==> src/rtl/tri_stream_loader.sv <==
// Byte-stream packet decoder: assembles fixed-size triangle records into RAM
// words and publishes the triangle count only once the packet checksum verifies.
module tri_stream_loader #(
   parameter int unsigned N_TRIS    = 430,
   parameter int unsigned TRI_BYTES = 40,
   parameter int unsigned ADDR_W    = 9,
   parameter logic [7:0]  HEADER    = 8'hA5
) (
   input  logic                   clk,
   input  logic                   rst,
   input  logic [7:0]             in_data,
   input  logic                   in_valid,
   output logic                   in_ready,
   input  logic                   hold,
   output logic                   mem_we,
   output logic [ADDR_W-1:0]      mem_addr,
   output logic [8*TRI_BYTES-1:0] mem_wdata,
   output logic [15:0]            tri_count,
   output logic                   commit,
   output logic                   err_checksum,
   output logic                   err_overflow,
   output logic                   busy
);

   localparam int unsigned REC_W  = 8 * TRI_BYTES;
   localparam int unsigned BIDX_W = (TRI_BYTES > 1) ? $clog2(TRI_BYTES) : 1;

   typedef enum logic [2:0] {
      S_IDLE,
      S_CNT_LO,
      S_CNT_HI,
      S_PAYLOAD,
      S_CHECK
   } state_t;

   state_t              state;
   logic [7:0]          cnt_lo;
   logic [7:0]          xor_acc;
   logic [15:0]         count;
   logic [BIDX_W-1:0]   byte_idx;
   logic [ADDR_W-1:0]   rec_idx;
   logic [REC_W-1:0]    record;
   logic [REC_W-1:0]    rec_next;
   logic [15:0]         cnt_in;
   logic                accept;
   logic                rec_last;
   logic                pkt_last;

   // hold is the only combinational path to an output
   assign in_ready = !hold;
   assign accept   = in_valid && !hold;
   assign cnt_in   = {in_data, cnt_lo};
   assign rec_last = (byte_idx == BIDX_W'(TRI_BYTES - 1));
   assign pkt_last = (16'(rec_idx) == (count - 16'd1));

   // Record with the incoming byte placed at its byte position
   always_comb begin
      rec_next = record;
      for (int i = 0; i < int'(TRI_BYTES); i++) begin
         if (byte_idx == BIDX_W'(i)) begin
            rec_next[i*8 +: 8] = in_data;
         end
      end
   end

   always_ff @(posedge clk) begin
      if (rst) begin
         state        <= S_IDLE;
         cnt_lo       <= '0;
         count        <= '0;
         xor_acc      <= '0;
         byte_idx     <= '0;
         rec_idx      <= '0;
         record       <= '0;
         mem_we       <= 1'b0;
         mem_addr     <= '0;
         mem_wdata    <= '0;
         tri_count    <= '0;
         commit       <= 1'b0;
         err_checksum <= 1'b0;
         err_overflow <= 1'b0;
         busy         <= 1'b0;
      end else begin
         mem_we       <= 1'b0;
         commit       <= 1'b0;
         err_checksum <= 1'b0;
         err_overflow <= 1'b0;
         if (accept) begin
            case (state)
               S_IDLE: begin
                  if (in_data == HEADER) begin
                     state    <= S_CNT_LO;
                     busy     <= 1'b1;
                     xor_acc  <= '0;
                     byte_idx <= '0;
                     rec_idx  <= '0;
                  end
               end
               S_CNT_LO: begin
                  cnt_lo  <= in_data;
                  xor_acc <= xor_acc ^ in_data;
                  state   <= S_CNT_HI;
               end
               S_CNT_HI: begin
                  count   <= cnt_in;
                  xor_acc <= xor_acc ^ in_data;
                  if (cnt_in > 16'(N_TRIS)) begin
                     err_overflow <= 1'b1;
                     state        <= S_IDLE;
                     busy         <= 1'b0;
                  end else if (cnt_in == 16'd0) begin
                     state <= S_CHECK;
                  end else begin
                     state <= S_PAYLOAD;
                  end
               end
               S_PAYLOAD: begin
                  record  <= rec_next;
                  xor_acc <= xor_acc ^ in_data;
                  if (rec_last) begin
                     mem_we    <= 1'b1;
                     mem_addr  <= rec_idx;
                     mem_wdata <= rec_next;
                     byte_idx  <= '0;
                     rec_idx   <= rec_idx + ADDR_W'(1);
                     if (pkt_last) begin
                        state <= S_CHECK;
                     end
                  end else begin
                     byte_idx <= byte_idx + BIDX_W'(1);
                  end
               end
               S_CHECK: begin
                  // Failed packets leave the previous count bounding the feeder
                  if (in_data == xor_acc) begin
                     tri_count <= count;
                     commit    <= 1'b1;
                  end else begin
                     err_checksum <= 1'b1;
                  end
                  state <= S_IDLE;
                  busy  <= 1'b0;
               end
               default: begin
                  state <= S_IDLE;
                  busy  <= 1'b0;
               end
            endcase
         end
      end
   end

endmodule

==> config.mk <==
export PLATFORM = sky130hd
export DESIGN_NAME = tri_stream_loader
export DESIGN_NICKNAME = d
export VERILOG_FILES = /design/src/rtl/tri_stream_loader.sv
export SDC_FILE = /design/constraint.sdc
export NUM_CORES = 1
export LEC_CHECK = 0
export BUFFER_PORTS_ARGS = -buffer_cell sky130_fd_sc_hd__buf_2
export CORE_MARGIN = 5
export CORE_UTILIZATION = 52
export CTS_BUF_LIST = sky130_fd_sc_hd__clkbuf_16
export DETAILED_ROUTE_END_ITERATION = 10
export GPL_ROUTABILITY_DRIVEN = 0
export HOLD_SLACK_MARGIN = 0.15
export PLACE_DENSITY = 0.85
export SLEW_MARGIN = 0
export SYNTH_ARGS = -nofsm -noshare
export SYNTH_HDL_FRONTEND = slang
export SYNTH_SLANG_ARGS = --single-unit
==> constraint.sdc <==
create_clock -name clk -period 2.97 [get_ports clk]
set_clock_uncertainty 0.1 [all_clocks]
set_input_delay 0.7425 -clock clk [delete_from_list [all_inputs] [get_ports clk]]
set_output_delay 0.7425 -clock clk [all_outputs]
set_load 0.01 [all_outputs]
==> results of run 1 <==
[cells by family after synthesis]
family                   count (synthesis)  synth area share (%)
adder cells (fa/ha/maj)                  6                 0.258
AO/OA/AOI/OAI                          386                  10.9
buffers and inverters                  340                  4.45
multiplexers                           353                  12.1
XOR/XNOR                                29                 0.872
flip-flops                             712                  49.0
AND/OR/NAND/NOR                       1547                  22.4
[sequential cells by signal, summed over array words and instances, names as in the netlist, 3 cells and up]
name,cells
record,312
count,16
cnt_lo,8
state,3
byte_idx,6
mem_addr,9
mem_wdata,320
tri_count,16
xor_acc,8
rec_idx,9
[placed cells by master (no fill, tap or decap), types with 3 or more instances in the layout]
cell type and instances:
a21oi_1 33, a311oi_1 313, and3_1 6, buf_12 22, buf_2 353, buf_4 103
bufinv_16 7, clkbuf_16 73, clkinv_1 11, clkinv_2 11, clkinvlp_4 5, dfxtp_1 712
ha_4 4, inv_1 23, inv_6 4, mux2i_1 353, nand2_1 397, nand2b_1 9
nand3_1 358, nand3b_1 11, nand4_1 10, nor2_1 699, nor3_1 8, nor3_2 5
nor4_1 8, nor4b_1 3, o211ai_1 3, o21ai_0 17, or2_2 3, or3_1 6
or4_1 3, xnor2_1 16, xor2_1 13
[worst min-delay path by stage]
| stage | to | slack, ns | depth (start not counted) |
|---|---|---|---|
| after floorplan | mem_wdata[0] | 0.36 | 2 |
| after CTS | mem_wdata[318] | 0.35 | 2 |
| after detailed placement | mem_wdata[318] | 0.34 | 2 |
| after global placement | mem_wdata[318] | 0.34 | 2 |
| after global routing | mem_wdata[318] | 0.36 | 2 |
| final | mem_addr[5] | 0.35 | 2 |
[through the flow]
step	setup slack, ns	hold slack [ns]
finish	0.265	0.352
global route	0.119	0.362
CTS	0.270	0.352
detailed placement	-0.117	0.343
global placement	-0.0457	0.340
floorplan	0.120	0.358
[metal layers]
metal / global-route usage, % / vias to the layer above / share of wire [%]
li1: - / 12300 / -
met1: 34.5 / 12600 / 40
met2: 43.7 / 1238 / 47
met3: 4.72 / 247 / 8.4
met4: 12.3 / 0 / 4.2
met5: 0 / - / 0
[worst max-delay path, stage by stage, from the launching register on]
cell      delay (ns)
dfxtp_1         0.54
nor4bb_4        0.45
buf_4           0.22
and3_4          0.25
buf_12          0.39
nor2_1          0.15
a311oi_1        0.37
[cells in the mapped netlist, drive strengths merged, types with 3 or more instances]
library cell    n  area share, %
nor3           13           0.22
mux2i         353             12
or2             3          0.064
a21oi          33           0.57
nand3b         11           0.28
nand4          10           0.21
nand2         397            5.1
and3            7           0.15
xnor2          16           0.48
or3             6           0.13
or4             5           0.15
nor2          703            9.1
buf            26           0.40
o211ai          3          0.077
inv             7          0.090
a311oi        313            9.4
dfxtp         712             49
clkbuf        307            4.0
nor4b           4           0.12
xor2           13           0.39
ha              6           0.26
nand2b          9           0.19
nand3         358            6.2
o21ai          18           0.31
nor4            9           0.19
[cell type report]
class | instances | area share (%)
Clock buffer | 73 | 5.34
Clock inverter | 57 | 1.44
Inverter | 7 | 0.0768
Multi-Input combinational cell | 2321 | 40.0
Sequential cell | 712 | 41.7
Tap cell | 748 | 2.73
Timing Repair Buffer | 479 | 8.75
[power by group]
| group | total (mW) | switching, mW | leakage, nW | internal, mW |
|---|---|---|---|---|
| combinational | 0.466 | 0.389 | 7.64 | 0.0773 |
| sequential | 9.55 | 0.00154 | 5.73 | 9.55 |
| clock | 8.96 | 3.85 | 1.19 | 5.11 |
| total | 19.0 | 4.24 | 14.6 | 14.7 |
==> out/qor.csv, run 1 <==
stage,metric,value,unit
routing,drt_wl_total,84800,um
routing,antenna_left,0,
floorplanning,die_width,247,um
power_and_ir_drop,p_leak,14.6,nW
routing,drt_iter0_markers,2694,
sta,final_max_slew_viol_count,0,
yosys,netlist_instances,3373,
setup_path,reg2reg_slack,0.27,ns
routing,drc,0,
finish,drive_gt1_share,16.7,%
clock_network,clkTransAtPathRegs,0.06,ns
clock_network,ctsHoldBuffers,0,
power_and_ir_drop,total_power,19.0,mW
finish,syn2layout_area_growth,17.5,%
setup_path,r2r-start,byte_idx[5],
finish,utilization,61.9,%
power_and_ir_drop,peakVddDrop,0.392,mV
finish,fillCellCount,4547,
yosys,synth-edff-count,0,
floorplanning,initial_utilization,52.6,%
clock_network,clock_sinks,712,
power_and_ir_drop,powerDensity,555,mW/mm^2
yosys,ys_types,53,
setup_path,crit_fanout,136,
placement,io_buffers,362,
sta,slew_headroom,40.3,%
global_routing,grt_pass1_vias,24700,
placement,dp.cells,4267,
placement,hpwl,51900,um
clock_network,cts_resized,0,
yosys,syn_nets,3391,
finish,seq_area,0.0143,mm^2
routing,vias,26400,
clock_network,cts_tree,built,
finish,design_area,0.0342,mm^2
clock_network,cts_buffers,72,
yosys,synthesis.area,0.0291,mm^2
global_routing,antenna_found_initial,0,
worst_hold_path,min_path_type,register to register,
global_routing,grt_max_degree,153,
run,drv_cap,0,
clock_network,clk-insertion-delay-late,0.61,ns
worst_hold_path,hold_start,mem_addr[5],
floorplanning,dieArea,0.0608,mm^2
finish,diodes,0,
finish,layout.cells.non_filler,4397,
yosys,synth_flop_cell,dfxtp_1,
setup_path,path_class,register to register,
routing,viasPerCell,6.00,
floorplanning,io_pins,363,
clock_network,postCtsSetupBuffers,0,
setup_path,worstPathRequired,3.34,ns
yosys,synth_seq_area_share,49.0,%
sta,rsz0062_at_grt,false,
global_routing,grt_overflow,0,
finish,nets,3611,
finish,multi_input_area,0.0137,mm^2
sta,fin_crit_sh,91.1,%
setup_path,worstPathArrival,3.08,ns
yosys,synth_warnings,0,
global_routing,grt_use_total,26.7,%
sta,worst_pin_slew,0.895,ns
global_routing,grt_first_pass_wirelength,133000,um
floorplanning,placementRows,86,
yosys,synth_area_per_cell,8.63,um^2
sta,fin_crit,2.70,ns
clock_network,root_buffer,clkbuf_16,
yosys,synth_seq_cells,712,
yosys,async_flop_share,0,%
sta,max_freq,0.370,GHz
clock_network,cts.path.max_buffers,3,
sta,final-setup-viol-count,0,
sta,setup_tns,0,ns
floorplanning,die_h,247,um
setup_path,reg2reg_to,mem_wdata[104],
setup_path,crit_end,mem_wdata[104],
setup_path,cp-end-kind,register,
placement,dpl_cell_area,0.0319,mm^2
setup_path,reg2regPathDepth,6,
floorplanning,core-area,0.0553,mm^2
setup_path,critPathLaunchType,register,
run_status,status,"finished, final reports clean",
setup_path,critPathLaunch,byte_idx[5],
routing,drt_pass1_iterations,8,
routing,routedWlPerCell,19.3,um
sta,hold_viol,0,
clock_network,htreeDepth,3,
Note: power is estimated with default switching activity, not from simulation.
==> inputs of run 2 (changes only) <==
--- a/config.mk
+++ b/config.mk
@@ -7,12 +7,12 @@
 export LEC_CHECK = 0
 export BUFFER_PORTS_ARGS = -buffer_cell sky130_fd_sc_hd__buf_2
 export CORE_MARGIN = 5
-export CORE_UTILIZATION = 52
+export CORE_UTILIZATION = 58
 export CTS_BUF_LIST = sky130_fd_sc_hd__clkbuf_16
 export DETAILED_ROUTE_END_ITERATION = 10
 export GPL_ROUTABILITY_DRIVEN = 0
 export HOLD_SLACK_MARGIN = 0.15
-export PLACE_DENSITY = 0.85
+export PLACE_DENSITY = 0.89
 export SLEW_MARGIN = 0
 export SYNTH_ARGS = -nofsm -noshare
 export SYNTH_HDL_FRONTEND = slang
==> constraint.sdc (replaced) <==
create_clock -name clk -period 2.8 [get_ports clk]
set_clock_uncertainty 0.1 [all_clocks]
set_input_delay 0.7 -clock clk [delete_from_list [all_inputs] [get_ports clk]]
set_output_delay 0.7 -clock clk [all_outputs]
set_load 0.01 [all_outputs]
==> out/qor.csv, run 2 (synthesis gave the netlist of run 1 again) <==
stage,metric,value,unit,change
run_status,status,"finished, final reports clean",,
power_and_ir_drop,powerDensity,580,mW/mm^2,+4.6%
routing,routedWlPerCell,19.9,um,+3.4%
clock_network,clk-insertion-delay-late,0.60,ns,about the same
finish,regMostFlops,mem_wdata,,
power_and_ir_drop,p_switching,4.41,mW,+4.0%
sta,fin_crit_sh,94.2,%,+3.1 points
finish,multi_input_area,0.0137,mm^2,about the same
finish,seq_area,0.0143,mm^2,unchanged
clock_network,clock_sinks,712,,unchanged
placement,dpl_cell_area,0.0319,mm^2,-0.16%
clock_network,postCtsSetupBuffers,0,,unchanged
routing,drt_iter0_markers,2707,,+0.48%
global_routing,grt_pass1_vias,25200,,+2.1%
floorplanning,initial_utilization,58.4,%,+5.7 points
floorplanning,die_h,234,um,-5.1%
finish,mostFrequentLayoutCell,dfxtp_1,,
global_routing,grt_use_total,29.9,%,+3.2 points
floorplanning,dieArea,0.0548,mm^2,-9.9%
sta,final-setup-viol-count,0,,unchanged
finish,syn2layout_area_growth,17.0,%,
clock_network,cts_buffers,73,,+1.4%
finish,reg.largest.list,"mem_wdata x320, record x312",,
global_routing,grt_max_degree,176,,+15%
setup_path,path_buf_inv,1,,-1
sta,hold_viol,0,,unchanged
clock_network,root_buffer,clkbuf_16,,
routing,viasPerCell,6.18,,+3.1%
power_and_ir_drop,peakVddDrop,0.571,mV,+46%
global_routing,grt_first_pass_wirelength,134000,um,+0.34%
placement,dp.cells,4186,,-1.9%
routing,drt_pass1_iterations,9,,+1
floorplanning,core-area,0.0499,mm^2,-9.8%
placement,io_buffers,362,,unchanged
routing,drt_wl_total,86000,um,+1.4%
setup_path,worstPathArrival,2.99,ns,-0.09 ns
setup_path,cpPeakStageDelay,0.54,ns,about the same
floorplanning,io_pins,363,,unchanged
power_and_ir_drop,swShare,22.3,%,about the same
setup_path,path_cells,"nand3b_1, nor2_4, buf_4, nand3_1, mux2i_1, nor2_1",,
finish,diodes,0,,unchanged
power_and_ir_drop,p_leak,14.5,nW,-0.21%
sta,worst_hold_slack,0.354,ns,+0.00222 ns
sta,slew_headroom,43.3,%,+3.0 points
setup_path,path_class,register to register,,
floorplanning,placementRows,82,,-4.7%
power_and_ir_drop,intPower,15.3,mW,+4.1%
finish,drive_gt1_share,16.5,%,-0.16 points
run,drv_cap,0,,unchanged
setup_path,cp_top_family,simple AND/OR/NAND/NOR gates,,
clock_network,cts_tree,built,,
setup_path,cpMaxStageDelayCell,dfxtp_1,,
global_routing,antenna_found_initial,1,,+1
finish,layout.cells.non_filler,4315,,-1.9%
clock_network,ctsHoldBuffers,0,,unchanged
placement,hpwl,51600,um,-0.42%
setup_path,critPathLaunchType,register,,
power_and_ir_drop,clkPwrFrac,46.2,%,-1.0 points
finish,largest_register_ffs,320,,unchanged
sta,fin_crit,2.64,ns,-0.0667 ns
sta,worst_pin_slew,0.850,ns,-0.0454 ns
clock_network,cts.path.max_buffers,3,,unchanged
worst_hold_path,min_path_type,register to register,,
setup_path,worstPathRequired,3.15,ns,-0.19 ns
routing,antenna_left,0,,unchanged
finish,nets,3607,,-0.11%
power_and_ir_drop,combinationalPowerShare,2.5,%,about the same
power_and_ir_drop,total_power,19.8,mW,+4.1%
sta,final_max_slew_viol_count,0,,unchanged
setup_path,cp-end-kind,register,,
routing,drc,0,,unchanged
finish,fillCellCount,3663,,-19%
setup_path,crit_fanout,17,,-88%
sta,rsz0062_at_grt,false,,
sta,max_freq,0.379,GHz,+2.5%
finish,design_area,0.0341,mm^2,-0.45%
floorplanning,die_width,234,um,-5.1%
finish,layout_common_cells,"712 x dfxtp_1, 699 x nor2_1, 397 x nand2_1",,
clock_network,htreeDepth,3,,unchanged
clock_network,cts_resized,0,,unchanged
global_routing,grt_overflow,0,,unchanged
power_and_ir_drop,p_seq_share,51.3,%,+1.0 points
clock_network,clkTransAtPathRegs,0.06,ns,about the same
routing,vias,26700,,+1.1%
-- run 2: worst register-to-register path: stages (launching register included) --
cell and delay, ns:
dfxtp_1 0.54, nand3b_1 0.34, nor2_4 0.24, buf_4 0.37, nand3_1 0.49, mux2i_1 0.33, nor2_1 0.07
-- run 2: layout make-up --
cell class                 instances  area share (%)
clock inverter                    54           0.995
multi-input combinational       2321            40.2
inverter                           7          0.0771
clock buffer                      75            5.51
timing repair buffer             474            8.94
tap                              672            2.47
sequential                       712            41.8
-- run 2: through the flow --
stage / TNS, ns / utilization [%] / setup slack (ns)
final: 0 / 68.3 / 0.162
after global routing: 0 / 68.3 / 0.0460
after CTS: 0 / 68.3 / 0.234
after detailed placement: -0.474 / 63.9 / -0.216
after global placement: -0.337 / 63.9 / -0.171
after floorplan: -0.00765 / - / -0.00765
-- run 2: worst paths after layout --
path / slack [ns] / start / cells past startpoint / end
max: 0.16 / state[1] / 6 / record[55]
max reg2reg: 0.16 / state[1] / 6 / record[55]
min: 0.35 / mem_addr[0] / 2 / mem_addr[0]
min reg2reg: 0.35 / mem_addr[0] / 2 / mem_addr[0]
-- run 2: power groups by stage --
stage                     Sequential, mW  Clock (mW)  Combinational [mW]
after global placement              10.4           0               0.480
after CTS                           10.1        9.24               0.482
final                               10.1        9.13               0.501
after global routing                10.1        9.67               0.516
after floorplan                     10.4           0               0.302
after detailed placement            10.4           0               0.481
-- run 2: layer usage --
| metal | GRT usage, % | share of wire, % | vias up |
|---|---|---|---|
| li1 | - | - | 12300 |
| met5 | 0 | 0.015 | - |
| met2 | 47.9 | 47 | 1404 |
| met3 | 5.73 | 9.3 | 286 |
| met4 | 15.7 | 4.8 | 2 |
| met1 | 38.7 | 39 | 12700 |
